$ cat config.mk
export PLATFORM = sky130hd
export DESIGN_NAME = avalon_st_ta_fifo_gen_flat
export DESIGN_NICKNAME = d
export VERILOG_FILES = /design/src/rtl/avalon_st_ta_fifo_gen_if.sv /design/src/rtl/avalon_st_ta_fifo_gen.sv /design/src/flat_wrapper.sv
export SDC_FILE = /design/constraint.sdc
export NUM_CORES = 1
export LEC_CHECK = 0
export CAP_MARGIN = 15
export CORE_ASPECT_RATIO = 0.5
export CORE_UTILIZATION = 58
export CTS_CLUSTER_SIZE = 30
export DETAILED_ROUTE_END_ITERATION = 6
export PLACE_DENSITY_LB_ADDON = 0.12
export SYNTH_ARGS = -nofsm -noshare
export SYNTH_HDL_FRONTEND = slang
export SYNTH_SLANG_ARGS = --single-unit
$ cat constraint.sdc
create_clock -name clk -period 6.97 [get_ports clk]
set_input_delay 1.394 -clock clk [delete_from_list [all_inputs] [get_ports clk]]
set_output_delay 1.394 -clock clk [all_outputs]
set_load 0.05 [all_outputs]
$ cat src/rtl/avalon_st_ta_fifo_gen_if.sv
// Avalon-ST stream bundle for avalon_st_ta_fifo_gen.
// The master drives the beat (valid and payload). The slave drives ready.
// The channel and empty fields are at least one bit wide, even when their
// configured width is zero.
interface avalon_st_ta_fifo_gen_if #(
  parameter int DATA_W    = 64,
  parameter int EMPTY_W   = 3,
  parameter int CHANNEL_W = 0
);
  localparam int CH_PW = (CHANNEL_W > 0) ? CHANNEL_W : 1;
  localparam int EM_PW = (EMPTY_W > 0) ? EMPTY_W : 1;

  logic              ready;
  logic              valid;
  logic [DATA_W-1:0] data;
  logic [CH_PW-1:0]  channel;
  logic              startofpacket;
  logic              endofpacket;
  logic [EM_PW-1:0]  empty;

  modport master (
    output valid, data, channel, startofpacket, endofpacket, empty,
    input  ready
  );

  modport slave (
    input  valid, data, channel, startofpacket, endofpacket, empty,
    output ready
  );
endinterface

$ cat src/rtl/avalon_st_ta_fifo_gen.sv
// avalon_st_ta_fifo_gen: Avalon-ST timing adapter. It converts a source
// ready latency of 0..3 to a ready latency of 0 on the sink side, using a
// show-ahead register FIFO. Payload {data, channel, sop, eop, empty} passes
// through unchanged. Zero-width fields are left out of the stored word.
// Optional macro AVST_TA_FIFO_OVERFLOW_CHECK_EN adds a sticky overflow port.
module avalon_st_ta_fifo_gen #(
  parameter int DATA_W           = 64,
  parameter int EMPTY_W          = 3,
  parameter int CHANNEL_W        = 0,
  parameter int DEPTH            = 8,
  parameter int IN_READY_LATENCY = 0
) (
  input  logic                    clk,
  input  logic                    reset_n,
  avalon_st_ta_fifo_gen_if.slave  in_if,
  avalon_st_ta_fifo_gen_if.master out_if,
  output logic [$clog2(DEPTH):0]  fill_level
`ifdef AVST_TA_FIFO_OVERFLOW_CHECK_EN
  ,
  output logic                    overflow
`endif
);
  localparam int L  = IN_READY_LATENCY;
  localparam int AW = $clog2(DEPTH);
  localparam int FW = AW + 1;
  localparam int PW = DATA_W + CHANNEL_W + 2 + EMPTY_W;
  localparam logic [FW-1:0] DEPTH_F  = FW'(DEPTH);
  // Leave room for the beats a latency-L source may still send after ready drops.
  localparam logic [FW-1:0] RDY_LIM  = FW'(DEPTH - L);

  if (DEPTH <= L + 1) begin : g_bad_cfg
    $error("avalon_st_ta_fifo_gen: DEPTH must exceed IN_READY_LATENCY+1");
  end

  logic [PW-1:0] mem_q [DEPTH];
  logic [AW-1:0] wr_ptr_q, wr_ptr_d, rd_ptr_q, rd_ptr_d;
  logic [FW-1:0] fill_q, fill_d;
  logic [PW-1:0] pack_in, pack_out;
  logic          in_rdy, wr_req, wr_en, rd_en, full, ovf;

  // Handshake decode, pointer advance and occupancy update
  always_comb begin
    in_rdy   = (fill_q < RDY_LIM);
    full     = (fill_q == DEPTH_F);
    rd_en    = (fill_q != '0) && out_if.ready;
    wr_req   = (L == 0) ? (in_if.valid && in_rdy) : in_if.valid;
    wr_en    = wr_req && (!full || rd_en);
    ovf      = wr_req && full && !rd_en;
    wr_ptr_d = wr_en ? wr_ptr_q + 1'b1 : wr_ptr_q;
    rd_ptr_d = rd_en ? rd_ptr_q + 1'b1 : rd_ptr_q;
    fill_d   = fill_q;
    if (wr_en && !rd_en) begin
      fill_d = fill_q + 1'b1;
    end else if (rd_en && !wr_en) begin
      fill_d = fill_q - 1'b1;
    end
  end

  // Control state: pointers and fill count
  always_ff @(posedge clk or negedge reset_n) begin
    if (!reset_n) begin
      wr_ptr_q <= '0;
      rd_ptr_q <= '0;
      fill_q   <= '0;
    end else begin
      wr_ptr_q <= wr_ptr_d;
      rd_ptr_q <= rd_ptr_d;
      fill_q   <= fill_d;
    end
  end

  // Payload storage has no reset; contents are only observed while fill is non-zero
  always_ff @(posedge clk) begin
    if (wr_en) begin
      mem_q[wr_ptr_q] <= pack_in;
    end
  end

  assign pack_out     = mem_q[rd_ptr_q];
  assign in_if.ready  = in_rdy;
  assign out_if.valid = (fill_q != '0);
  assign fill_level   = fill_q;

  if (CHANNEL_W > 0 && EMPTY_W > 0) begin : g_pack_ce
    assign pack_in = {in_if.data, in_if.channel, in_if.startofpacket,
                      in_if.endofpacket, in_if.empty};
    assign {out_if.data, out_if.channel, out_if.startofpacket,
            out_if.endofpacket, out_if.empty} = pack_out;
  end else if (CHANNEL_W > 0) begin : g_pack_c
    logic unused_empty;
    assign unused_empty = ^in_if.empty;
    assign pack_in = {in_if.data, in_if.channel, in_if.startofpacket, in_if.endofpacket};
    assign {out_if.data, out_if.channel, out_if.startofpacket, out_if.endofpacket} = pack_out;
    assign out_if.empty = '0;
  end else if (EMPTY_W > 0) begin : g_pack_e
    logic unused_channel;
    assign unused_channel = ^in_if.channel;
    assign pack_in = {in_if.data, in_if.startofpacket, in_if.endofpacket, in_if.empty};
    assign {out_if.data, out_if.startofpacket, out_if.endofpacket, out_if.empty} = pack_out;
    assign out_if.channel = '0;
  end else begin : g_pack_none
    logic unused_fields;
    assign unused_fields = ^{in_if.channel, in_if.empty};
    assign pack_in = {in_if.data, in_if.startofpacket, in_if.endofpacket};
    assign {out_if.data, out_if.startofpacket, out_if.endofpacket} = pack_out;
    assign out_if.channel = '0;
    assign out_if.empty   = '0;
  end

`ifdef AVST_TA_FIFO_OVERFLOW_CHECK_EN
  logic overflow_q, overflow_d;

  // Sticky overflow flag, cleared only by reset
  always_comb begin
    overflow_d = overflow_q | ovf;
  end

  // Register the flag so it rises the cycle after the dropped write
  always_ff @(posedge clk or negedge reset_n) begin
    if (!reset_n) begin
      overflow_q <= 1'b0;
    end else begin
      overflow_q <= overflow_d;
    end
  end

  assign overflow = overflow_q;

`ifndef SYNTHESIS
  // Report each dropped beat in simulation
  always_ff @(posedge clk) begin
    if (reset_n && ovf) begin
      $error("avalon_st_ta_fifo_gen: write into full FIFO dropped");
    end
  end
`endif
`else
  logic unused_ovf;
  assign unused_ovf = ovf;
`endif
endmodule
$ cat src/flat_wrapper.sv
// flat-port wrapper written by rule: the top's interface ports become plain ports
module avalon_st_ta_fifo_gen_flat 
#(
  parameter int DATA_W           = 64,
  parameter int EMPTY_W          = 3,
  parameter int CHANNEL_W        = 0,
  parameter int DEPTH            = 8,
  parameter int IN_READY_LATENCY = 0
)
  (clk, reset_n, fill_level, in_if_valid, in_if_data, in_if_channel, in_if_startofpacket, in_if_endofpacket, in_if_empty, in_if_ready, out_if_valid, out_if_data, out_if_channel, out_if_startofpacket, out_if_endofpacket, out_if_empty, out_if_ready);
  avalon_st_ta_fifo_gen_if #(.DATA_W(DATA_W), .EMPTY_W(EMPTY_W), .CHANNEL_W(CHANNEL_W)) in_if_i ();
  avalon_st_ta_fifo_gen_if #(.DATA_W(DATA_W), .EMPTY_W(EMPTY_W), .CHANNEL_W(CHANNEL_W)) out_if_i ();
  input  logic clk;
  input  logic reset_n;
  output logic [$clog2(DEPTH):0] fill_level;
  input wire logic [$bits(in_if_i.valid)-1:0] in_if_valid;
  input wire logic [$bits(in_if_i.data)-1:0] in_if_data;
  input wire logic [$bits(in_if_i.channel)-1:0] in_if_channel;
  input wire logic [$bits(in_if_i.startofpacket)-1:0] in_if_startofpacket;
  input wire logic [$bits(in_if_i.endofpacket)-1:0] in_if_endofpacket;
  input wire logic [$bits(in_if_i.empty)-1:0] in_if_empty;
  output wire logic [$bits(in_if_i.ready)-1:0] in_if_ready;
  output wire logic [$bits(out_if_i.valid)-1:0] out_if_valid;
  output wire logic [$bits(out_if_i.data)-1:0] out_if_data;
  output wire logic [$bits(out_if_i.channel)-1:0] out_if_channel;
  output wire logic [$bits(out_if_i.startofpacket)-1:0] out_if_startofpacket;
  output wire logic [$bits(out_if_i.endofpacket)-1:0] out_if_endofpacket;
  output wire logic [$bits(out_if_i.empty)-1:0] out_if_empty;
  input wire logic [$bits(out_if_i.ready)-1:0] out_if_ready;
  assign in_if_i.valid = in_if_valid;
  assign in_if_i.data = in_if_data;
  assign in_if_i.channel = in_if_channel;
  assign in_if_i.startofpacket = in_if_startofpacket;
  assign in_if_i.endofpacket = in_if_endofpacket;
  assign in_if_i.empty = in_if_empty;
  assign in_if_ready = in_if_i.ready;
  assign out_if_valid = out_if_i.valid;
  assign out_if_data = out_if_i.data;
  assign out_if_channel = out_if_i.channel;
  assign out_if_startofpacket = out_if_i.startofpacket;
  assign out_if_endofpacket = out_if_i.endofpacket;
  assign out_if_empty = out_if_i.empty;
  assign out_if_i.ready = out_if_ready;
  avalon_st_ta_fifo_gen #(.DATA_W(DATA_W), .EMPTY_W(EMPTY_W), .CHANNEL_W(CHANNEL_W), .DEPTH(DEPTH), .IN_READY_LATENCY(IN_READY_LATENCY)) u_core (.clk(clk), .reset_n(reset_n), .in_if(in_if_i), .out_if(out_if_i), .fill_level(fill_level));
endmodule
==> flow_metrics.env <==
export IMPL_outcome="finished clean"
export IMPL_maxCapViolations=0
export IMPL_cts_resized=0
export IMPL_dieWidth_um=273
export IMPL_hold_class="reg -> reg"
export IMPL_arrival_ns=3.68
export IMPL_critical_path_class="reg -> out"
export IMPL_rows=49
export IMPL_syn_avg_cell_area_um2=24.8
export IMPL_ys_seq_elements=562
export IMPL_die_y_um=138
export IMPL_min_path_cells=1
export IMPL_r2r_end="u_core.mem_q[2][52]"
export IMPL_p_int_mw=7.38
export IMPL_ctsHtreeMaxLevel=2
export IMPL_numCtsBuffers=47
export IMPL_start_util=0.591
export IMPL_cts_path_max_buffers=3
export IMPL_pwr_density_cell_nw_per_um2=452
export IMPL_power_mw=11.3
export IMPL_crit_path_end_kind="output port"
export IMPL_io_buffers=147
export IMPL_skew_ns=0.0135
export IMPL_syn_inst=862
export IMPL_grt_pass1_wl_um=58800
export IMPL_drt_pre_antenna_iters=5
export IMPL_ys_types=31
export IMPL_grt_use_total=0.214
export IMPL_tritoncts="built"
export IMPL_worst_hold_path_endpoint="u_core.wr_ptr_q[0]"
export IMPL_drtAntennaViolNets=0
export IMPL_final_util=0.690
export IMPL_grt_overflow_total=0
export IMPL_pwr_share_clk=0.226
export IMPL_drt_vias_per_instance=6.01
export IMPL_wl_per_cell_um=25.4
export IMPL_drc_errors=0
export IMPL_diodes=0
export IMPL_ys_top_cells_by_area="edfxtp_1 78%, mux4_2 14%, mux2_2 3.8%"
export IMPL_ys_seq_area_frac=0.788
export IMPL_dp_cells=1465
export IMPL_yosys_warnings=0
export IMPL_grt_pass1_vias=9853
export IMPL_vias=9299
export IMPL_ff2ff_path_depth=4
export IMPL_report_final_slew_viol_count=0
export IMPL_synthToLayoutAreaGrowth_pct=16.7
export IMPL_core_um2=36100
export IMPL_drt_iter0_markers=692
export IMPL_hold_violations=0
export IMPL_power_share_sequential=0.398
export IMPL_finalCritPeriodShare=0.728
export IMPL_grt_setup_unrepaired="false"
export IMPL_drive_gt1_frac=0.279
export IMPL_cp_required_ns=5.58
export IMPL_whs_ns=0.522
export IMPL_comb_power_share=0.376
export IMPL_cp_max_fo=58
export IMPL_startpoint_type="flip-flop"
export IMPL_clock_latency_ns=0.55
export IMPL_max_vdd_ir_drop_uv=585
export IMPL_cts_sinks=562
export IMPL_leakagePower_nw=7.81
export IMPL_p_sw_mw=3.89
export IMPL_cts_root_buf="clkbuf_16"
export IMPL_post_cts_buffers=0
export IMPL_io_pins=150
export IMPL_wirelength_um=39300
export IMPL_yosysTopAreaCellShare=0.776
export IMPL_worst_pin_slew_ns=1.17
export IMPL_r2r_start="u_core.fill_level[3]"
export IMPL_ctsHoldBuffers=0
export IMPL_timing_slew_headroom=0.220
export IMPL_hpwlAfterDp_um=20600
export IMPL_setup_tns_ns=0
export IMPL_final_net_count=1110
export IMPL_antenna_found_initial=0
export IMPL_r2r_slack_ns=3.95
export IMPL_gp_congestion=0.719
export IMPL_die_area_um2=37600
export IMPL_yosysTopAreaCell="edfxtp_1"
export IMPL_clock_fmax_ghz=0.197
export IMPL_min_delay_start="u_core.wr_ptr_q[0]"
export IMPL_setup_viol=0
export IMPL_grt_max_degree=75
export IMPL_fin_crit_ns=5.07
export IMPL_fin_cells=1548
export IMPL_synth_nets=942
export IMPL_clk_pin_slew_ns=0.06
export IMPL_sw_frac_of_total=0.345
export IMPL_netlist_area_um2=21400
layer usage:
layer | share of wire | GRT usage
met1 | 0.44 | 0.305
met2 | 0.51 | 0.357
met3 | 0.042 | 0.0375
met4 | 0.011 | 0.0407
met5 | 0 | 0
synthesized netlist by cell type, drive strengths merged:
| cell type | number |
|---|---|
| nand2b | 3 |
| nand3 | 3 |
| edfxtp | 552 |
| mux2 | 72 |
| a2111o | 1 |
| clkbuf | 14 |
| nor3 | 3 |
| fa | 1 |
| xor2 | 1 |
| nor2 | 6 |
| or3 | 1 |
| nor2b | 1 |
| dfrtp | 10 |
| conb | 1 |
| mux4 | 138 |
| xnor2 | 5 |
| nand2 | 6 |
| o21ai | 1 |
| mux2i | 1 |
| or4 | 2 |
| buf | 28 |
| a21oi | 2 |
| o211ai | 2 |
| ha | 5 |
| nand3b | 1 |
| inv | 2 |
power by group through the flow:
stage | clock network (mW) | registers (mW) | logic (mW)
6_report | 2.54 | 4.49 | 4.24
3_5_place_dp | 0 | 4.57 | 4.29
3_3_place_gp | 0 | 4.54 | 4.26
2_1_floorplan | 0 | 4.36 | 3.25
5_1_grt | 2.72 | 4.54 | 4.45
4_1_cts | 2.59 | 4.50 | 4.31
state kept, by name, indices dropped and copies added, names as in the netlist:
signal,cells
u_core.mem_q,552
u_core.rd_ptr_q,3
u_core.wr_ptr_q,3
u_core.fill_level,4
cell usage in the layout (no fill, tap or decap), types with 5 or more instances in the layout:
| master | count |
|---|---|
| xnor2_1 | 5 |
| ha_1 | 5 |
| mux2_2 | 72 |
| clkinv_1 | 16 |
| nand2_1 | 6 |
| buf_4 | 5 |
| clkdlybuf4s50_1 | 147 |
| edfxtp_1 | 552 |
| nor2_4 | 6 |
| clkbuf_16 | 49 |
| buf_12 | 9 |
| clkinv_2 | 8 |
| dfrtp_1 | 7 |
| mux4_2 | 137 |
through the flow:
step / area (um^2) / worst slack, ns
6_report: 24900 / 1.90
5_1_grt: 24900 / 1.66
4_1_cts: 24900 / 1.78
3_5_place_dp: 23400 / 2.39
3_3_place_gp: 23400 / 2.39
2_1_floorplan: 21400 / 1.69
cell families (layout without fill, tap and decap cells):
| group | after synthesis | after routing | share of synthesized area |
|---|---|---|---|
| DFF | 562 | 562 | 0.788 |
| adders and majority gates | 6 | 6 | 0.00387 |
| xor gates and xnor gates | 6 | 6 | 0.00246 |
| other | 1 | 1 | 0.000176 |
| muxes | 211 | 211 | 0.184 |
| and+or+nand+nor | 26 | 26 | 0.00604 |
| AOI/OAI and AO/OA | 6 | 6 | 0.00193 |
| buffers and inverters | 44 | 246 | 0.0132 |
cell type report:
class                      count  area, um^2
clock inverter                30         236
fill                        2151       11200
timing repair buffer         161        1690
inverter                       2        7.51
tap                          484         606
multi-input combinational    256        4310
sequential                   562       16800
clock buffer                  53        1240
how the worst max path moves through the flow:
stage,cells past startpoint,slack (ns),end,startpoint
6_report,4,1.90,out_if_data[47],u_core.rd_ptr_q[0]
5_1_grt,4,1.66,out_if_data[47],u_core.rd_ptr_q[0]
4_1_cts,4,1.78,out_if_data[47],u_core.rd_ptr_q[0]
3_5_place_dp,4,2.39,out_if_data[47],u_core.rd_ptr_q[0]
3_3_place_gp,4,2.39,out_if_data[47],u_core.rd_ptr_q[0]
2_1_floorplan,4,1.69,u_core.mem_q[7][0],in_if_valid
worst max-delay path: stages (launching register included):
cell and delay [ns]:
dfrtp_4 0.93, buf_12 0.49, mux4_1 0.60, mux2_2 0.27, clkdlybuf4s50_1 0.75
Note: power is estimated with default switching activity, not from simulation.
